$ cat src/rtl/sumador_serie.sv
// Bit-serial unsigned adder: one full-adder cell plus a carry flip-flop, walking
// the operands LSB first and publishing {cout,sum} with a one-cycle done pulse.
module sumador_serie #(
    parameter int WIDTH = 8
) (
    input  logic             clk,
    input  logic             rst,
    input  logic             start,
    input  logic [WIDTH-1:0] a,
    input  logic [WIDTH-1:0] b,
    input  logic             cin,
    output logic             busy,
    output logic             done,
    output logic [WIDTH-1:0] sum,
    output logic             cout
);

    localparam int CW = (WIDTH > 1) ? $clog2(WIDTH) : 1;

    typedef enum logic [1:0] {
        IDLE = 2'd0,
        RUN  = 2'd1,
        FIN  = 2'd2
    } state_t;

    state_t           state_q, state_d;
    logic [WIDTH-1:0] sa_q, sa_d;
    logic [WIDTH-1:0] sb_q, sb_d;
    logic [WIDTH-1:0] sr_q, sr_d;
    logic             c_q, c_d;
    logic [CW-1:0]    cnt_q, cnt_d;
    logic [WIDTH-1:0] sum_q, sum_d;
    logic             cout_q, cout_d;

    logic             s_bit;
    logic             c_next;
    logic             last_bit;
    logic             accept;
    logic [WIDTH-1:0] sr_shift;

    // Full-adder cell on the current LSB pair.
    assign s_bit  = sa_q[0] ^ sb_q[0] ^ c_q;
    assign c_next = (sa_q[0] & sb_q[0]) | (c_q & (sa_q[0] ^ sb_q[0]));

    // Result bits enter at the MSB so the LSB lands in bit 0 after WIDTH steps.
    assign sr_shift = (sr_q >> 1) | (WIDTH'(s_bit) << (WIDTH - 1));
    assign last_bit = (cnt_q == CW'(WIDTH - 1));

    // A new request is taken from IDLE and also from FIN (back-to-back).
    assign accept = start && (state_q != RUN);

    always_comb begin
        state_d = state_q;
        sa_d    = sa_q;
        sb_d    = sb_q;
        sr_d    = sr_q;
        c_d     = c_q;
        cnt_d   = cnt_q;
        sum_d   = sum_q;
        cout_d  = cout_q;
        busy    = 1'b0;
        done    = 1'b0;

        case (state_q)
            IDLE: begin
                if (accept) begin
                    sa_d    = a;
                    sb_d    = b;
                    c_d     = cin;
                    cnt_d   = '0;
                    state_d = RUN;
                end
            end
            RUN: begin
                busy  = 1'b1;
                sa_d  = sa_q >> 1;
                sb_d  = sb_q >> 1;
                c_d   = c_next;
                sr_d  = sr_shift;
                cnt_d = cnt_q + CW'(1);
                if (last_bit) begin
                    sum_d   = sr_shift;
                    cout_d  = c_next;
                    state_d = FIN;
                end
            end
            FIN: begin
                done = 1'b1;
                if (accept) begin
                    sa_d    = a;
                    sb_d    = b;
                    c_d     = cin;
                    cnt_d   = '0;
                    state_d = RUN;
                end else begin
                    state_d = IDLE;
                end
            end
            default: begin
                state_d = IDLE;
            end
        endcase
    end

    always_ff @(posedge clk) begin
        if (rst) begin
            state_q <= IDLE;
            sa_q    <= '0;
            sb_q    <= '0;
            sr_q    <= '0;
            c_q     <= 1'b0;
            cnt_q   <= '0;
            sum_q   <= '0;
            cout_q  <= 1'b0;
        end else begin
            state_q <= state_d;
            sa_q    <= sa_d;
            sb_q    <= sb_d;
            sr_q    <= sr_d;
            c_q     <= c_d;
            cnt_q   <= cnt_d;
            sum_q   <= sum_d;
            cout_q  <= cout_d;
        end
    end

    assign sum  = sum_q;
    assign cout = cout_q;

endmodule

$ cat config.mk
export PLATFORM = sky130hd
export DESIGN_NAME = sumador_serie
export DESIGN_NICKNAME = d
export VERILOG_FILES = /design/src/rtl/sumador_serie.sv
export SDC_FILE = /design/constraint.sdc
export NUM_CORES = 1
export LEC_CHECK = 0
export BUFFER_PORTS_ARGS = -buffer_cell sky130_fd_sc_hd__buf_2
export CAP_MARGIN = 20
export CELL_PAD_IN_SITES_DETAIL_PLACEMENT = 0
export CELL_PAD_IN_SITES_GLOBAL_PLACEMENT = 1
export CORE_MARGIN = 3
export CORE_UTILIZATION = 39
export CTS_BUF_LIST = sky130_fd_sc_hd__clkbuf_8
export DETAILED_ROUTE_END_ITERATION = 8
export GPL_TIMING_DRIVEN = 1
export PLACE_DENSITY_LB_ADDON = 0.1
export SYNTH_ARGS = -nofsm -noshare
export SYNTH_HDL_FRONTEND = slang
export SYNTH_SLANG_ARGS = --single-unit
$ cat constraint.sdc
create_clock -name clk -period 1.2 [get_ports clk]
set_input_delay 0.12 -clock clk [delete_from_list [all_inputs] [get_ports clk]]
set_output_delay 0.12 -clock clk [all_outputs]
set_load 0.01 [all_outputs]
== Word-level counts from Yosys, hierarchy flattened ==
Cells that the tools add are included.
Word-level totals
  flip-flop bits (word level): 39
  output and inout port bits: 11
  word-level logic and storage cells: 43
Operators by class
  $add $sub $neg: 1
  equal/unequal tests: 7
  multiplexer cells: 14
  bitwise logic cells: 6
  reductions and logical operators: 7
Operator list (count)
  8-bit one-hot mux with 2 select lines: 2
  8-bit 2-to-1 mux: 2
  7-bit by 8-bit OR with 8-bit output: 1
  2-bit one-hot mux with 3 select lines: 1
  3-bit one-hot mux with 2 select lines: 1
  2-bit AND reduction: 3
  1-bit 2-to-1 mux: 4
  2-bit 2-to-1 mux: 2
  2-bit by 1-bit != test with 1-bit output, second input constant: 2
  2-bit != test, second input constant: 2
  3-bit by 1-bit adder with 3-bit output, second input constant: 1
  3-bit equality test, second input constant: 1
  3-bit 2-to-1 mux: 1
  1-bit bitwise AND: 2
  2-bit by 1-bit equality test with 1-bit output, second input constant: 1
  2-bit equality test, second input constant: 1
  2-bit zero test: 1
  1-bit one-hot mux with 2 select lines: 1
  2-bit nonzero test: 1
  2-bit OR reduction: 1
  1-bit XOR: 2
  1-bit logical AND: 1
  1-bit OR: 1

== Depth between registers and ports, before layout ==
  word-level depth: 4
  gate-level depth with buffers: 6
  gate-level depth less buffers: 5

== Worst setup path after synthesis ==
No wires, ideal clock.
  kind: register to register
  start: register cnt_q[0]
  end: register state_q[0]
  data arrival time: 1.059 ns
  data required time: 1.072 ns
  path slack: 0.013 ns
  stages on the path, launching flop included: 6
  buffers on the path: 1
  period minus slack after synthesis: 1.187 ns
  cells stage by stage: dfxtp_1 -> ha_1 -> ha_1 -> clkbuf_1 -> o21a_1 -> nor2_1
On the way
  cells in the longest elaborated chain, start to end: 3
Ends and longest elaborated chain
  start, declared: line 31  | logic [CW-1:0] cnt_q, cnt_d;
  start signal, assigned: line 121  | cnt_q <= cnt_d;
  3-bit equality test: line 47  | assign last_bit = (cnt_q == CW'(WIDTH - 1));
  2-bit != test (no source line)
  2-bit AND reduction (no source line)
  end signal, assigned: line 116  | state_q <= state_d;
  end, declared: line 26  | state_t state_q, state_d;
No other way between the ends.
A chain may end at the register's enable or synchronous reset.

== Final worst setup path ==
  start: register state_q[1]
  end: output busy
On the way
  cells in the longest elaborated chain, start to end: 2
Ends and longest elaborated chain
  2-bit by 1-bit equality test with 1-bit output: line 64  | case (state_q)
  1-bit 2-to-1 mux: line 64
  end, declared: line 12  | output logic busy,
No other way between the ends.

==> impl_metrics.env <==
export IMPL_syn_avg_cell_area_sq_um=9.75
export IMPL_post_drt_wl_per_cell_microns=15.7
export IMPL_first_pass_iters=4
export IMPL_ys_ff_latch=38
export IMPL_ys_seq_area_share_pct=45.1
export IMPL_insertion_delay_ns=0.28
export IMPL_synth_xor_area_share_pct=0
export IMPL_grtUsageTotal_pct=16.2
export IMPL_die_h_microns=71.8
export IMPL_hold_path_class="input port to flip-flop"
export IMPL_cp_end_kind="output port"
export IMPL_setup_viol=1
export IMPL_rr_startpoint="cnt_q[0]$_SDFFE_PP0P_"
export IMPL_hold_violations=0
export IMPL_worstPathArrival_ns=1.08
export IMPL_num_rows=23
export IMPL_min_delay_path_depth=3
export IMPL_grt_max_degree=39
export IMPL_fmax_ghz=0.830
export IMPL_hold_buffers=0
export IMPL_vias_per_cell=5.24
export IMPL_grt_overflow=0
export IMPL_gp_congestion=0.737
export IMPL_die_area_sq_um=5150
export IMPL_stdcell_count=266
export IMPL_cp_start_kind="flip-flop"
export IMPL_rrSetupSlack_ns=0.01
export IMPL_rr_endpoint="sum[6]$_SDFFE_PP0P_"
export IMPL_synth_compound_area_share_pct=16.3
export IMPL_final_setup_worst_slack_ns=-0.00481
export IMPL_critical_path_top_delay_family="flip-flops"
export IMPL_numCtsBuffers=5
export IMPL_antenna_found_initial=0
export IMPL_placed_cells=253
export IMPL_grt_pass1_wl_microns=6660
export IMPL_slowest_stage="dfxtp_2"
export IMPL_syn_num_nets=196
export IMPL_clkTransAtPathRegs_ns=0.08
export IMPL_yosysTopAreaCell="dfxtp_1"
export IMPL_fin_crit_sh_pct=100
export IMPL_hp_start="a[7]"
export IMPL_drive_gt1_share_pct=48.1
export IMPL_skew_ns=0.00334
export IMPL_yosys_mux_area_fraction_pct=8.90
export IMPL_ys_types=25
export IMPL_rsz0062_at_grt="true"
export IMPL_antenna_left=0
export IMPL_worst_pin_slew_ns=0.213
export IMPL_cap_violations=0
export IMPL_max_vdd_ir_drop_mv=0.663
export IMPL_drt_iter0_drc=48
export IMPL_htreeDepth=2
export IMPL_clockRootBuffer="clkbuf_8"
export IMPL_dpl_cell_area_sq_um=1990
export IMPL_wirelength_microns=4160
export IMPL_reg2reg_depth=6
export IMPL_worstHoldEndpoint="sa_q[7]$_SDFFE_PP0P_"
export IMPL_clkSinkCount=38
export IMPL_leakage_nw=0.885
export IMPL_synth_area_leaders="dfxtp_1, mux2i_1, a211oi_2"
export IMPL_yosys_area_share_adder_pct=2.67
export IMPL_p_int_mw=2.43
export IMPL_crit_chain="nand2b_4 > inv_6 > buf_12 > buf_6"
export IMPL_io_pins=31
export IMPL_yosys_warnings=0
export IMPL_clkPwrFrac_pct=40.4
export IMPL_start_util_pct=41.3
export IMPL_pwr_share_comb_pct=16.4
export IMPL_diodes=0
export IMPL_synth_top_family_by_area="simple AND/OR/NAND/NOR gates"
export IMPL_synth_simple_area_share_pct=21.4
export IMPL_cp_num_buf_inv=3
export IMPL_grt_pass1_vias=1422
export IMPL_power_frac_seq_pct=43.2
export IMPL_regArea_sq_um=769
export IMPL_switchingPower_mw=0.784
export IMPL_pwr_density_cell_nw_per_um2=1390
export IMPL_period_needed_ns=1.20
export IMPL_swShare_pct=24.4
export IMPL_maxSlewHeadroom_pct=85.4
export IMPL_synth_cells=173
export IMPL_hpwl_microns=2640
export IMPL_crit_fanout=6
export IMPL_maxSlewViolCount=0
export IMPL_final_fill_count=368
export IMPL_fp_dieW_microns=71.8
export IMPL_drc=0
export IMPL_fp_coreArea_sq_um=4090
export IMPL_io_buffers=30
export IMPL_cts_tree="built"
export IMPL_clock_path_buffers=2
export IMPL_cpPeakStageDelay_ns=0.32
export IMPL_netlist_area_sq_um=1690
export IMPL_layout_nets=238
export IMPL_synth_top_area_share_pct=45.1
export IMPL_num_vias=1393
export IMPL_crit_type="flip-flop to output port"
export IMPL_violations="setup timing"
export IMPL_area_growth_pct=37.6
export IMPL_multiInputGateArea_sq_um=927
export IMPL_finalInstanceArea_sq_um=2320
export IMPL_status="finished with violations"
export IMPL_cp_required_ns=1.08
## worst max path at each step
stage                                  from                       to  slack (ns)  cells after the start
floorplan             cnt_q[0]$_SDFFE_PP0P_  state_q[0]$_SDFFE_PP0P_        0.01                      5
global placement      cnt_q[0]$_SDFFE_PP0P_      sum[7]$_SDFFE_PP0P_     -0.0008                      6
detailed placement    cnt_q[0]$_SDFFE_PP0P_      sum[1]$_SDFFE_PP0P_       -0.05                      6
CTS                   cnt_q[1]$_SDFFE_PP0P_      sum[5]$_SDFFE_PP0P_       -0.04                      7
global route          cnt_q[0]$_SDFFE_PP0P_      sum[5]$_SDFFE_PP0P_       -0.05                      6
finish              state_q[1]$_SDFFE_PP0P_                     busy      -0.005                      4
## synth_stat cells
cell,count
o21a_1,1
a211oi_1,5
buf_4,3
nand2b_4,2
fa_1,1
buf_2,3
nor2b_2,1
inv_2,1
nor2_1,2
a21oi_1,21
dfxtp_1,38
nand2_1,27
nand3b_1,1
buf_6,3
nand3_1,14
nand2b_1,1
ha_1,2
nor2b_1,1
nor3_1,7
buf_1,1
a211oi_2,10
nor3_2,8
nand2_4,1
clkbuf_1,4
mux2i_1,15
## tightest hold or removal path, delay by kind of cell
family	cells	cell delay [ns]
and+or+nand+nor	1	0.05
buffers and inverters	1	0.10
AOI/OAI and AO/OA	1	0.05
## power groups by stage
stage | Sequential [mW] | Clock [mW] | Combinational, mW
after floorplan | 1.40 | 0 | 0.332
after global placement | 1.41 | 0 | 0.453
after detailed placement | 1.41 | 0 | 0.466
after CTS | 1.39 | 1.33 | 0.484
after global routing | 1.40 | 1.37 | 0.577
final | 1.39 | 1.30 | 0.529
## registers in the layout, indices dropped and copies added, names as in the netlist
name,cells
sum,8
state_q,2
sr_q,7
cout,1
sb_q,8
sa_q,8
cnt_q,3
c_q,1
## cells in the final DEF, fill, tap and decap left out, drive strengths merged
cell type | netlist | routed
a21oi | 21 | 21
inv | 1 | 1
nand3b | 1 | 1
ha | 2 | 2
clkinv | 0 | 1
nand2 | 28 | 28
a211oi | 15 | 15
nor2 | 2 | 2
bufinv | 0 | 2
mux2i | 15 | 15
nand3 | 14 | 14
nor2b | 2 | 2
fa | 1 | 1
buf | 10 | 47
nand2b | 3 | 3
clkbuf | 4 | 7
nor3 | 15 | 15
o21a | 1 | 1
dfxtp | 38 | 38
## layer usage
layer / GRT usage, % / part of all wire (%) / up-vias / wire length (microns)
met5: 0 / 0 / - / 0
met4: 3.76 / 0.53 / 0 / 22
met3: 4.35 / 4.9 / 2 / 202
met2: 28.1 / 51 / 28 / 2110
met1: 20.0 / 44 / 669 / 1820
li1: - / - / 694 / -
## metrics by stage
| stage | power [mW] | hold WS [ns] | setup slack (ns) | TNS, ns | utilization, % |
|---|---|---|---|---|---|
| after floorplan | 1.73 | 0.256 | 0.0129 | 0 | - |
| after global placement | 1.86 | 0.367 | -0.000821 | -0.000821 | 48.7 |
| after detailed placement | 1.88 | 0.378 | -0.0544 | -0.263 | 48.7 |
| after CTS | 3.20 | 0.0726 | -0.0366 | -0.203 | 55.3 |
| after global routing | 3.34 | 0.0926 | -0.0517 | -0.412 | 56.8 |
| final | 3.22 | 0.0769 | -0.00481 | -0.00481 | 56.8 |
## cell type report
type                    instances  area share (%)
flip-flops and latches         38            33.2
repair buffers                 49            17.9
well taps                      50            2.70
clock inverters                 3            2.96
multi-input cells             120            39.9
clock buffers                   5            2.96
inverters                       1           0.377
## logic make-up after synthesis
group | count (synthesis)
compound gates | 37
fa+ha+maj | 3
buf+inv | 15
flops | 38
mux | 15
simple gates | 65
## repair_timing
item / in CTS / in global routing
gates cloned: 1 / 2
resized for setup: 25 / 15
setup endpoints to repair: 17 / 20
hold endpoints to repair: 0 / 0
setup buffers: 3 / 1
pin swaps: 15 / 11
Note: power is estimated with default switching activity, not from simulation.
